### src/rtl/display_scan_controller_pkg.sv
`default_nettype none
// ============================================================================
//  Module      : display_scan_controller_pkg
//  Description : Shared code points, glyph table and idle levels for the
//                multiplexed 7-segment display scanner.
//  Revision    : 1.0 - initial release
// ============================================================================
package display_scan_controller_pkg;

    localparam logic [4:0] CODE_BLANK = 5'b10000;
    localparam logic [4:0] CODE_DASH  = 5'b10001;

    localparam logic [7:0] SEG_OFF = 8'hFF;
    localparam logic [5:0] DIG_OFF = 6'h3F;

    localparam int NUM_GLYPHS = 18;

    // Active-low {dp,g,f,e,d,c,b,a}; hex digits 0..F, then blank and dash.
    localparam logic [7:0] GLYPH_TABLE [NUM_GLYPHS] = '{
        8'hC0, 8'hF9, 8'hA4, 8'hB0, 8'h99, 8'h92, 8'h82, 8'hF8,
        8'h80, 8'h90, 8'h88, 8'h83, 8'hC6, 8'hA1, 8'h86, 8'h8E,
        8'hFF, 8'hBF
    };

endpackage : display_scan_controller_pkg
`default_nettype wire

### src/rtl/display_scan_controller_seg_decode.sv
`default_nettype none
// ============================================================================
//  Module      : display_scan_controller_seg_decode
//  Description : Combinational 5-bit digit code to active-low segment decode.
//  Revision    : 1.0 - initial release
// ============================================================================
module display_scan_controller_seg_decode
    import display_scan_controller_pkg::*;
(
    input  logic [4:0] i_code,
    output logic [7:0] o_seg_n
);

    always_comb begin
        o_seg_n = SEG_OFF;
        if (i_code < 5'(NUM_GLYPHS)) begin
            o_seg_n = GLYPH_TABLE[i_code];
        end
    end

endmodule : display_scan_controller_seg_decode
`default_nettype wire

### src/rtl/display_scan_controller.sv
`default_nettype none
// ============================================================================
//  Module      : display_scan_controller
//  Description : Six-digit 7-segment scanner with frame-boundary code update,
//                PWM brightness, anti-ghost dead time and frame-sync strobe.
//  Revision    : 1.0 - initial release
// ============================================================================
module display_scan_controller
    import display_scan_controller_pkg::*;
#(
    parameter int CLK_DIV  = 50000,
    parameter int DEAD_CYC = 64
)
(
    input  logic       CLK,
    input  logic       RST,
    input  logic [4:0] D1,
    input  logic [4:0] D2,
    input  logic [4:0] D3,
    input  logic [4:0] D4,
    input  logic [4:0] D5,
    input  logic [4:0] D6,
    input  logic       UPDATE,
    input  logic [2:0] BRIGHT,
    output logic [7:0] SEG_N,
    output logic [5:0] DIG_N,
    output logic       FRAME_SYNC
);

    localparam int               CNT_W      = (CLK_DIV > 1) ? $clog2(CLK_DIV) : 1;
    localparam logic [CNT_W-1:0] C_CNT_LAST = CNT_W'(CLK_DIV - 1);
    localparam logic [2:0]       C_LAST_IDX = 3'd5;
    localparam logic [31:0]      C_DEAD     = 32'(DEAD_CYC);
    localparam logic [31:0]      C_WINDOW   = 32'(CLK_DIV - DEAD_CYC);

    logic [CNT_W-1:0] r_cnt;
    logic [2:0]       r_idx;
    logic             r_pending;
    logic [5:0][4:0]  r_stage;
    logic [5:0][4:0]  r_active;
    logic [2:0]       r_bright;
    logic [7:0]       r_seg_n;
    logic [5:0]       r_dig_n;
    logic             r_frame_sync;

    logic [5:0][4:0]  w_din;
    logic             w_tick;
    logic             w_boundary;
    logic [31:0]      w_cnt32;
    logic             w_on;
    logic [4:0]       w_code;
    logic [7:0]       w_seg_n;

    assign w_din      = {D6, D5, D4, D3, D2, D1};
    assign w_tick     = (r_cnt == C_CNT_LAST);
    assign w_boundary = w_tick && (r_idx == C_LAST_IDX);

    // Bright level b lights (b+1)/8 of the post-dead-time part of the slot.
    assign w_cnt32 = 32'(r_cnt);
    assign w_on    = (w_cnt32 >= C_DEAD) &&
                     (((w_cnt32 - C_DEAD) << 3) < (C_WINDOW * (32'(r_bright) + 32'd1)));

    assign w_code = (r_idx <= C_LAST_IDX) ? r_active[r_idx] : CODE_BLANK;

    display_scan_controller_seg_decode u_seg_decode (
        .i_code  (w_code),
        .o_seg_n (w_seg_n)
    );

    always_ff @(posedge CLK or posedge RST) begin
        if (RST) begin
            r_cnt <= '0;
            r_idx <= '0;
        end else if (w_tick) begin
            r_cnt <= '0;
            r_idx <= (r_idx == C_LAST_IDX) ? 3'd0 : r_idx + 3'd1;
        end else begin
            r_cnt <= r_cnt + CNT_W'(1);
        end
    end

    // A strobe coinciding with the boundary bypasses staging so it is not lost.
    always_ff @(posedge CLK or posedge RST) begin
        if (RST) begin
            r_pending <= 1'b0;
            r_stage   <= {6{CODE_DASH}};
            r_active  <= {6{CODE_DASH}};
            r_bright  <= 3'd7;
        end else begin
            if (UPDATE) begin
                r_stage <= w_din;
            end
            if (w_boundary) begin
                r_pending <= 1'b0;
                r_bright  <= BRIGHT;
                if (UPDATE) begin
                    r_active <= w_din;
                end else if (r_pending) begin
                    r_active <= r_stage;
                end
            end else if (UPDATE) begin
                r_pending <= 1'b1;
            end
        end
    end

    always_ff @(posedge CLK or posedge RST) begin
        if (RST) begin
            r_dig_n      <= DIG_OFF;
            r_seg_n      <= SEG_OFF;
            r_frame_sync <= 1'b0;
        end else begin
            r_dig_n      <= w_on ? ~(6'b1 << r_idx) : DIG_OFF;
            r_seg_n      <= w_on ? w_seg_n : SEG_OFF;
            r_frame_sync <= w_boundary;
        end
    end

    assign SEG_N      = r_seg_n;
    assign DIG_N      = r_dig_n;
    assign FRAME_SYNC = r_frame_sync;

endmodule : display_scan_controller
`default_nettype wire
### config.mk
export PLATFORM = sky130hd
export DESIGN_NAME = display_scan_controller
export DESIGN_NICKNAME = d
export VERILOG_FILES = /design/src/rtl/display_scan_controller_pkg.sv /design/src/rtl/display_scan_controller_seg_decode.sv /design/src/rtl/display_scan_controller.sv
export SDC_FILE = /design/constraint.sdc
export NUM_CORES = 1
export LEC_CHECK = 0
export CORE_MARGIN = 10
export CORE_UTILIZATION = 57
export CTS_CLUSTER_SIZE = 10
export DETAILED_ROUTE_END_ITERATION = 12
export PLACE_DENSITY = 0.8
export SLEW_MARGIN = 10
export SYNTH_ARGS = -nofsm -noshare
export SYNTH_HDL_FRONTEND = slang
export SYNTH_SLANG_ARGS = --single-unit
### constraint.sdc
create_clock -name CLK -period 5.16 [get_ports CLK]
set_clock_uncertainty 0.05 [all_clocks]
set_input_delay 0.774 -clock CLK [delete_from_list [all_inputs] [get_ports CLK]]
set_output_delay 0.774 -clock CLK [all_outputs]
set_load 0.005 [all_outputs]
; ---- Word level (Yosys, flattened, before mapping)
; Memories as Yosys holds them, arrays and structs flattened.
; Index checks and enable logic that the tools add are counted.
[word_totals]
register_bits = 98
latch_bits = 0
ram_bits = 0
romBits = 256
in_bits = 36
elab_cells = 55
memories = 1
[memory_table]
columns = memory, words, word_bits, read_ports, rd_ports_with_merged_regs, write_ports, line_no
row1 = (no name shown), 32, 8, 1, 0, 0, display_scan_controller_seg_decode.sv:17  ; o_seg_n = GLYPH_TABLE[i_code];
[classes]
n_addsub = 4
n_mul = 1
div_mod_pow = 0
order_cmp = 6
n_eq_ne = 2
n_shift = 1
muxes = 14
n_bitwise = 2
reduce_logical = 5
[op_table]
columns = op, count
row1 = 30-bit 2-to-1 mux, 2
row2 = 32-bit by 20-bit < comparator with 1-bit output, 1
row3 = 8-bit 2-to-1 mux, 4
row4 = 16-bit by 7-bit subtractor with 17-bit output (second input constant), 1
row5 = 16-bit by 1-bit adder with 16-bit output (second input constant), 1
row6 = 16-bit equality test (second input constant), 1
row7 = 16-bit by 7-bit >= comparator with 1-bit output (second input constant), 1
row8 = 12-bit by 4-bit multiplier with 16-bit output (first input constant), 1
row9 = 16-bit 2-to-1 mux, 1
row10 = 5-bit binary-select mux with 3-bit select, 1
row11 = 5-bit 2-to-1 mux, 2
row12 = 6-bit >= comparator (second input constant), 1
row13 = 6-bit 2-to-1 mux, 1
row14 = 5-bit NOT with 6-bit output, 1
row15 = 6-bit NOT, 1
row16 = 1-bit by 3-bit << shifter with 6-bit output (first input constant), 1
row17 = 5-bit < comparator (second input constant), 1
row18 = 3-bit by 1-bit adder with 4-bit output (second input constant), 1
row19 = 3-bit by 4-bit < comparator with 1-bit output (second input constant), 1
row20 = 2-bit nonzero test, 2
row21 = 3-bit by 1-bit adder with 3-bit output (second input constant), 1
row22 = 3-bit equality test (second input constant), 1
row23 = 3-bit <= comparator (second input constant), 1
row24 = 3-bit 2-to-1 mux, 1
row25 = other kinds (3), 5

; ---- Logic depth before layout (Yosys ltp)
[logic_depth]
ltp_word = 9
depth_mapped = 15

; ---- Cells and area by module
; From an unflattened synthesis, not the netlist that was laid out.
[hier_totals]
cells_unflattened = 440
hier_area_um2 = 5366.4
[by_module_without_submodules]
columns = module, instances, cells_per_inst, area_per_inst_um2, seq_area_each_um2
row1 = display_scan_controller, 1, 398, 5044.8, 2503.7
row2 = display_scan_controller_seg_decode, 1, 42, 321.6, 0.0

; ---- Worst setup path after synthesis
; No wires, ideal clock.
[synth_timing]
path_type = register to register
start = register r_bright[0]
end = register r_seg_n[5] (netlist: SEG_N[5])
setup_time_ns = 0.101
t_arrival_ns = 3.944
t_required_ns = 5.009
path_slack_ns = 1.065
stages_incl_launch_ff = 16
path_buffers = 0
synth_period_minus_slack_ns = 4.095
cell_sequence = dfstp_2 > ha_1 > xor2_1 > ha_1 > ha_1 > ha_1 > and3_1 > a31oi_1 > xor2_1 > ha_1 > a21o_1 > a21o_1 > a221o_1 > a211oi_1 > and2_0 > o221ai_1
[synth_via]
elab_chain_len = 5
[synth_rtl]
columns = item, line_no
row1 = "start, declared", display_scan_controller.sv:41  ; logic [2:0] r_bright;
row2 = "start signal, assigned", display_scan_controller.sv:88  ; r_bright <= 3'd7;
row3 = "start signal, assigned", display_scan_controller.sv:95  ; r_bright <= BRIGHT;
row4 = 3-bit by 1-bit adder with 4-bit output, display_scan_controller.sv:61  ; (((w_cnt32 - C_DEAD) << 3) < (C_WINDOW * (32'(r_bright) + 32'd1)));
row5 = 12-bit by 4-bit multiplier with 16-bit output, display_scan_controller.sv:61
row6 = 32-bit by 20-bit < comparator with 1-bit output, display_scan_controller.sv:61
row7 = 1-bit logical AND, display_scan_controller.sv:60  ; assign w_on = (w_cnt32 >= C_DEAD) &&
row8 = 8-bit 2-to-1 mux, display_scan_controller.sv:114  ; r_seg_n <= w_on ? w_seg_n : SEG_OFF;
row9 = "end signal, assigned", display_scan_controller.sv:114
row10 = "end, declared", display_scan_controller.sv:42  ; logic [7:0] r_seg_n;
; Every way passes these cells.
; A chain may end at the register's enable or synchronous reset.

; ---- Final worst setup path
; Ends and elaborated chain as after synthesis.

==> out/results.txt <==
Die height -> 115 um
Synthesized-area fraction occupied by ao, oa, aoi and oai cells -> 5.14%
Layout cell share with drive strength beyond 1 -> 27.3%
Largest cells by area after synthesis -> sky130_fd_sc_hd__dfrtp_1 (28%), sky130_fd_sc_hd__dfstp_2 (20%), sky130_fd_sc_hd__mux2_4 (8.7%)
Number of enable flip-flop cells after synthesis -> 0
Worst Tran Pin Value -> 1040 ps
Share of cell area taken by muxes after synthesis -> 19.5%
CP endpoint kind -> flop
YS warnings -> 0
Number of fill cells -> 624
Count of nets after finishing -> 541
Worst setup path class -> flop to flop
Ys async rst share -> 100%
Number of top-level design ports -> 51
H-tree level count -> 3
Core area -> 8760 um^2
Routed length per instance -> 16.7 um
Largest net degree at the start of global routing -> 65
Number of buffers inserted for hold repair after clock tree synthesis -> 0
Type of the most critical hold path -> flop to flop
Critical Path Most Common Cell -> sky130_fd_sc_hd__ha_1
Pre-CTS setup slack -> 757 ps
Via count -> 3242
# Post-CTS Setup Buffers -> 0
Post-Synth Adder-Cell Area -> 8.24%
Peak per-stage delay on the critical path -> 630 ps
Share of the clock period used by the worst path -> 86.7%
Library cells used by synthesis -> 50
Initial Utilization -> 58.9%
Sequential cell area in the final layout -> 2480 um^2
Global routing met2 resource utilization -> 23.6%
Placed inst area -> 5720 um^2
Hpwl dp -> 7.41 mm
Leakage -> 2.60 nW
Antenna violations before repair -> 0
Number of max-capacitance violations reported -> 0
Clock insertion delay at the later pin of the skew report -> 360 ps
Predominant post-synthesis flop cell -> sky130_fd_sc_hd__dfrtp_1
Clk sinks -> 97
Final worst slack -> 685 ps
XOR/XNOR Fraction of Synth Area -> 5.60%
Yosys top cell by area -> sky130_fd_sc_hd__dfrtp_1
Overall power of the completed layout -> 0.00137 W
Clock transition time at the flip-flop clock pins of the worst setup and hold paths -> 90 ps
Multi-input gate area -> 2510 um^2
Drt initial violations -> 163
Total wire length -> 9.74 mm
Area of the die -> 13300 um^2
Via count of the first global-routing pass -> 3432
Overall routing resource usage -> 15.2%
Cell-by-cell trace of the critical path -> ha_1 -> xor2_1 -> ha_1 -> ha_1 -> ha_1 -> and3_1 -> a31oi_1 -> xor2_1 -> ha_1 -> a21o_1 -> a21o_1 -> a221o_1 -> a211oi_1 -> buf_4 -> and2_0 -> o221ai_1
Element type at the critical path start -> flop
Worst rel slew slack -> 30.6%
Synth top area share -> 27.6%
Global-route wire length before repair -> 16.4 mm
Number of buffers added by the clock tree synthesis step -> 9
Layout Cell Area excl Fill -> 5910 um^2
Post-route minimum period -> 4480 ps
Critical-path maximum fanout -> 8
Setup_tns -> 0 ps
Commonest cells after routing, fill and taps aside -> sky130_fd_sc_hd__dfrtp_1 (57), sky130_fd_sc_hd__clkdlybuf4s50_1 (49), sky130_fd_sc_hd__dfstp_2 (40)
Basic-gate share of the synthesized area counting and, or, nand and nor cells -> 9.96%
Antenna Diode Count -> 0
Syn avg cell area -> 12.1 um^2
Slowest cell on the critical path -> sky130_fd_sc_hd__dfstp_2
Antenna Violating Nets Remaining -> 0
FMAX -> 0.223 GHz
TritonCTS clock tree -> done
Synthesis-to-layout area growth -> 14.6%
RSZ-0062 raised after global routing -> no
Number of search-and-repair iterations in the first detailed-routing pass -> 4
M1 GR Usage -> 20.0%
Most common cell after layout, fill and taps aside -> sky130_fd_sc_hd__dfrtp_1
Global routing usage on met3 -> 3.54%
Number of flip-flops and latches in the synthesized netlist -> 97
Remaining global-route overflow -> 0
Mapped cell area -> 5160 um^2
Post-synth net total -> 495
DIE WIDTH -> 115 um
Maximum clock insertion buffer count -> 2
Total power density per cell area -> 231 nW/um^2
Syn Inst Count -> 425
Root buffer cell -> sky130_fd_sc_hd__clkbuf_8
Peak-usage layer in the global routing report -> met2
Run status -> finished clean
Highest ir drop seen on vdd -> 0.163 mV
Post-cts repair resize count -> 0
Via density -> 5.55
Worst Path Arrival -> 4690 ps
FP Rows -> 34
Count of final hold-check violations -> 0
Port Buf Inserts -> 49
Register area share after synthesis -> 48.0%
Data required time of the critical path -> 5370 ps
Number of pins with negative max-slew slack in the final report -> 0
Final setup violation count -> 0
Main combinational cell family by area after synthesis -> multiplexers
DRC violations left -> 0
Final GP Congestion -> 0.848
[path summary, 6_finish.rpt]
path / start / end / slack [ps] / cells after the start
setup / recovery: r_bright[0] / SEG_N[5] / 680 / 16
max in group asynchronous: RST / r_active[20] / 3140 / 3
setup reg to reg: r_bright[0] / SEG_N[5] / 680 / 16
hold / removal: r_cnt[0] / r_cnt[0] / 430 / 1
hold reg to reg: r_cnt[0] / r_cnt[0] / 430 / 1
min in group asynchronous: RST / r_stage[12] / 910 / 2
[cell families after synthesis]
group	Yosys count
simple gates	103
flops	97
mux	80
compound gates	40
buf+inv	37
fa+ha+maj	34
xor+xnor	33
other cells	1
[state kept, by name (all words and copies together) (netlist names)]
name and count:
r_cnt 16, r_pending 1, r_idx 3, r_bright 3, DIG_N 6, r_stage 30
r_active 30, SEG_N 7, FRAME_SYNC 1
[final cells by class]
class,instances,area share [%]
flip-flops and latches,97,41.9
clock inverters,5,0.910
repair buffers,53,8.80
multi-input cells,291,42.5
inverters,19,1.23
clock buffers,11,2.39
well taps,108,2.29
[per-layer routing]
layer / vias up / wire length, um
met4: 0 / 187
li1: 1571 / -
met5: - / 0
met1: 1579 / 4500
met3: 16 / 487
met2: 76 / 4560
[where the power goes]
| part | total (W) | internal, W | leakage, nW | switching (W) |
|---|---|---|---|---|
| Sequential | 0.000796 | 0.000791 | 1.15 | 0.00000558 |
| Clock | 0.000489 | 0.000237 | 0.103 | 0.000252 |
| Combinational | 0.0000824 | 0.0000464 | 1.34 | 0.0000360 |
[synth_stat cells, drive strengths merged, types with 9 or more instances]
master	instances
inv	19
ha	34
o21ai	9
dfrtp	57
nor2	26
nand2	25
nand3	14
nor3	11
mux2	65
xor2	18
a21oi	9
dfstp	40
buf	9
mux2i	14
xnor2	15
clkbuf	9
[metrics by stage]
stage	utilization, %	cells	hold WS (ps)
3_5_place_dp	65.2	568	420
3_3_place_gp	65.2	568	390
2_1_floorplan	-	425	375
6_report	67.5	584	429
5_1_grt	67.5	584	457
4_1_cts	67.5	584	433
[worst max-delay path: cells and delay by family, from the launching register on]
family	cells	cell delay (ps)
XOR/XNOR	2	490
flip-flops	1	630
adder cells (fa/ha/maj)	5	1220
buffers and inverters	1	190
AND/OR/NAND/NOR	2	490
AO/OA/AOI/OAI	6	1320
Note: power is estimated with default switching activity, not from simulation.
